<file path="src/rtl/btn_cond2.sv">
// btn_cond2: two-channel button conditioner.
// Each channel: 2-flop sync, 4-state debounce FSM, rise pulse.
module btn_cond2 #(
  parameter int unsigned DEBOUNCE_CYCLES = 120000
) (
  input  logic clk,
  input  logic rstn,
  input  logic sw0,
  input  logic sw1,
  output logic x0,
  output logic x1,
  output logic x0_rise,
  output logic x1_rise
);

  localparam int unsigned CW =
    (DEBOUNCE_CYCLES > 1) ? $clog2(DEBOUNCE_CYCLES) : 1;
  localparam logic [CW-1:0] CMAX = CW'(DEBOUNCE_CYCLES - 1);

  typedef enum logic [1:0] {
    LOW,
    WAIT_HIGH,
    HIGH,
    WAIT_LOW
  } state_t;

  logic [1:0] sw;
  logic [1:0] x;
  logic [1:0] rise;

  assign sw      = {sw1, sw0};
  assign x0      = x[0];
  assign x1      = x[1];
  assign x0_rise = rise[0];
  assign x1_rise = rise[1];

  for (genvar i = 0; i < 2; i++) begin : g_ch
    logic          s1;
    logic          s2;
    state_t        state;
    state_t        state_nx;
    logic [CW-1:0] cnt;
    logic [CW-1:0] cnt_nx;
    logic          x_q;
    logic          x_nx;
    logic          rise_q;
    logic          rise_nx;

    // Synchronizer, FSM state, counter and registered outputs.
    always_ff @(posedge clk) begin
      if (!rstn) begin
        s1     <= 1'b0;
        s2     <= 1'b0;
        state  <= LOW;
        cnt    <= '0;
        x_q    <= 1'b0;
        rise_q <= 1'b0;
      end else begin
        s1     <= sw[i];
        s2     <= s1;
        state  <= state_nx;
        cnt    <= cnt_nx;
        x_q    <= x_nx;
        rise_q <= rise_nx;
      end
    end

    // Next state, counter and output decode from the synced level.
    always_comb begin
      state_nx = state;
      cnt_nx   = cnt;
      unique case (state)
        LOW: begin
          if (s2) begin
            state_nx = WAIT_HIGH;
            cnt_nx   = '0;
          end
        end
        WAIT_HIGH: begin
          if (!s2) begin
            state_nx = LOW;
            cnt_nx   = '0;
          end else if (cnt == CMAX) begin
            state_nx = HIGH;
            cnt_nx   = '0;
          end else begin
            cnt_nx = cnt + 1'b1;
          end
        end
        HIGH: begin
          if (!s2) begin
            state_nx = WAIT_LOW;
            cnt_nx   = '0;
          end
        end
        WAIT_LOW: begin
          if (s2) begin
            state_nx = HIGH;
            cnt_nx   = '0;
          end else if (cnt == CMAX) begin
            state_nx = LOW;
            cnt_nx   = '0;
          end else begin
            cnt_nx = cnt + 1'b1;
          end
        end
        default: begin
          state_nx = LOW;
          cnt_nx   = '0;
        end
      endcase
      x_nx    = (state_nx == HIGH) || (state_nx == WAIT_LOW);
      rise_nx = (state == WAIT_HIGH) && (state_nx == HIGH);
    end

    assign x[i]    = x_q;
    assign rise[i] = rise_q;
  end

endmodule
</file>
<file path="config.mk">
export PLATFORM = sky130hd
export DESIGN_NAME = btn_cond2
export DESIGN_NICKNAME = d
export VERILOG_FILES = /design/src/rtl/btn_cond2.sv
export SDC_FILE = /design/constraint.sdc
export NUM_CORES = 1
export LEC_CHECK = 0
export CAP_MARGIN = 40
export CORE_MARGIN = 2
export CORE_UTILIZATION = 27
export CTS_BUF_LIST = sky130_fd_sc_hd__clkbuf_2 sky130_fd_sc_hd__clkbuf_4 sky130_fd_sc_hd__clkbuf_8
export DETAILED_ROUTE_END_ITERATION = 12
export PLACE_DENSITY = 0.49
export SYNTH_ARGS = -nofsm -noshare
export SYNTH_HDL_FRONTEND = slang
export SYNTH_SLANG_ARGS = --single-unit
</file>
<file path="constraint.sdc">
create_clock -name clk -period 2.2 [get_ports clk]
set_input_delay 0.44 -clock clk [delete_from_list [all_inputs] [get_ports clk]]
set_output_delay 0.44 -clock clk [all_outputs]
set_load 0.05 [all_outputs]
</file>
==> impl_metrics.toml <==
[global_route]
grt_pass1_vias = 1765
grt_use_total = 0.122
grt_antenna_before_repair = 0
grt.met3_usage = 0.0161
first_pass_grt_wire_length_um = 8520
top_usage_layer = "met2"
grt_start_max_net_pins = 19
globalRouteOverflowTotal = 0
met1_grt_util = 0.166
grt_use_met2 = 0.194

[clock_network]
ctsHtreeMaxLevel = 2
postCtsSetupBuffers = 0
worst_setup_hold_path_clk_slew_ns = 0.09
cts_buffer_depth = 2
cts_resized = 0
ctsHoldBuffers = 0
clock_tree_from_tritoncts = "yes"
cts-buffers-inserted = 5
cts_sinks = 46
ctsRootBufferMaster = "sky130_fd_sc_hd__clkbuf_8"
insertion_delay_ns = 0.31

[timing]
post_route_clock_skew_ns = 0.00609
final_max_slew_viol_count = 0
post-route-min-period_ns = 1.88
timing.final.crit_share = 0.854
hold_viol = 0
slew_headroom = 0.662
hold_slack_ns = 0.438
tightestPinTransition_ns = 0.506
grt_setup_unrepaired = "false"
final.setup.tns_ns = 0
layout_setup_ws_ns = 0.321
finalSetupViolCount = 0
maxClockFrequency_mhz = 532

[detailed_routing]
drtAntennaViolNets = 0
drt_pre_antenna_iters = 4
drt_first_iter_violations = 106
wl_per_cell_um = 13.0
drc_errors = 0
detailroute.via_count = 1862
routed_via_count_divided_by_cell_count = 4.99
routed_wirelength_um = 4840

[setup_path]
worst-setup-path-type = "reg -> out"
crit_path_start_kind = "flop"
master_of_the_slowest_instance_on_the_critical_path = "sky130_fd_sc_hd__clkdlybuf4s50_1"
worstPathMaxFanout = 1
startpoint_of_the_worst_slack_reg_to_reg_timing_path = "g_ch[0].cnt[7]$_SDFFE_PN0P_"
end_kind = "output pin"
setup.worst_path.start = "x1_rise$_SDFF_PN0_"
crit_chain = "clkdlybuf4s50_1"
critical-path-max-stage-delay_ns = 0.80
dominant_delay_contributor_by_cell_family_on_the_critical_path = "buffers and inverters"
critical_path.n_buffers_inverters = 1
cp_data_arrival_time_ns = 1.44
required_time_of_the_critical_path_ns = 1.76

[synthesis]
synth_async_sr_flop_share = 0
synth_fp_nets = 258
mappedNetlistArea_sq_mm = 0.00217
yosys.area_share.xor_xnor = 0.0566
synth_seq_cells = 46
post_synth.cell_area_avg_sq_um = 8.60
muxShareOfSynthArea = 0.0277
synth_warnings = 0
netlist_top_cells_area = "sky130_fd_sc_hd__dfxtp_1 42%, sky130_fd_sc_hd__nand2_1 5.4%, sky130_fd_sc_hd__nor2_1 4.3%"
ys_seq_area_frac = 0.425
yosysMostFrequentCell = "sky130_fd_sc_hd__dfxtp_1"
synth_cells = 252
synth_compound_gate_area_share = 0.152
synth-adder-area-share = 0.0115
synth_top_family_by_area = "simple AND/OR/NAND/NOR gates"
synth_largest_area_cell = "sky130_fd_sc_hd__dfxtp_1"
ys.flop_type = "sky130_fd_sc_hd__dfxtp_1"
synthTopCellsByCount = "46 x sky130_fd_sc_hd__dfxtp_1, 31 x sky130_fd_sc_hd__nand2_1, 25 x sky130_fd_sc_hd__nor2_1, 16 x sky130_fd_sc_hd__nand3_1"
synth_top_cell_area_share = 0.425
synth-simple-area-share = 0.294
post_synth_edffs = 0
distinct_cells_synth = 46

[floorplanning]
starting_density = 0.279
floorplan.io_pins = 8
rows = 32
die_width_um = 93.6
floorplan.core_area_sq_mm = 0.00777
die_height_um = 93.6
full_die_area_sq_mm = 0.00876

[power_and_ir_drop]
power_switching_uw = 345
switching_share = 0.224
power.density_cell_area_mw_per_mm2 = 606
power.internal_uw = 1190
power.share.clock = 0.420
power_share_of_the_sequential_group = 0.546
max_rail_drop_vdd_mv = 0.362
p_comb_frac = 0.034
static-leakage-power_uw = 0.000850

[final_layout]
final_util = 0.327
syn_to_final_growth_pct = 17.1
design.final.nets = 276
post_layout_nonfiller_instances = 373
antenna_cells_inserted = 0
fraction_of_final_layout_cells_sized_beyond_drive_strength_1 = 0.103

[place]
place_worst_setup_slack_ns = 0.261
numPlacedInstances = 365
detailedPlacementHpwl_um = 3550
io_buffers = 7
gpl.final_weighted_congestion = 0.790

[status]
outcome = "finished clean"

[run]
maxCapViolations = 0

[hold_path]
timing.hold.worst.class = "reg -> reg"
startpoint_of_the_tightest_hold_check_path = "g_ch[1].s1$_SDFF_PN0_"
[worst paths after layout]
kind / slack [ns] / to / depth (start not counted)
worst max-delay path: 0.32 / x1_rise / 1
worst max register to register: 0.36 / g_ch[0].cnt[15]$_SDFFE_PN0P_ / 5
worst min-delay path: 0.44 / g_ch[1].s2$_SDFF_PN0_ / 1
worst min register to register: 0.44 / g_ch[1].s2$_SDFF_PN0_ / 1
[state kept, by name (all words and copies together) (netlist names)]
register / count
g_ch.cnt: 34
g_ch.state: 4
g_ch.s1: 2
g_ch.s2: 2
x0: 1
x0_rise: 1
x1: 1
x1_rise: 1
[power groups by stage]
stage | combinational (uW) | clock (uW) | sequential (uW)
finish | 52.8 | 646 | 840
global route | 59.7 | 695 | 841
CTS | 54.4 | 669 | 840
detailed placement | 53.4 | 0 | 860
global placement | 53.1 | 0 | 859
floorplan | 32.4 | 0 | 859
[cell type report]
cell class / instances / area, sq um
clock buffer: 5 / 68.8
clock inverter: 3 / 45.0
fill: 852 / 5230
inverter: 7 / 26.3
multi-input combinational: 191 / 1180
sequential: 46 / 921
tap: 102 / 128
timing repair buffer: 19 / 173
[layout by cell type, fill, tap and decap left out, drive strengths merged, types with 3 or more instances in the layout]
master and count:
a21oi 12, a31oi 11, and2 7, and3 7
and4 4, buf 12, clkbuf 5, clkdlybuf4s50 7
dfxtp 46, inv 7, mux2i 6, nand2 31
nand3 16, nand4 10, nor2 25, nor3 4
o21ai 9, o31a 3, or4 3, xnor2 6
xor2 8
[kinds of logic after synthesis]
kind of cell	count (synthesis)
AND/OR/NAND/NOR	119
adder cells (fa/ha/maj)	2
XOR/XNOR	14
multiplexers	6
AO/OA/AOI/OAI	50
flip-flops	46
buffers and inverters	15
[metrics by stage]
step	total power (uW)	area (sq um)
2_1_floorplan	891	2170
3_3_place_gp	913	2420
3_5_place_dp	913	2420
4_1_cts	1560	2540
5_1_grt	1600	2540
6_report	1540	2540
[metal layers]
| layer | vias to the layer above | wire, um |
|---|---|---|
| li1 | 953 | - |
| met1 | 880 | 2440 |
| met2 | 22 | 2180 |
| met3 | 7 | 133 |
| met4 | 0 | 97 |
| met5 | - | 0 |
No activity file was read; power rests on OpenSTA's default activity.
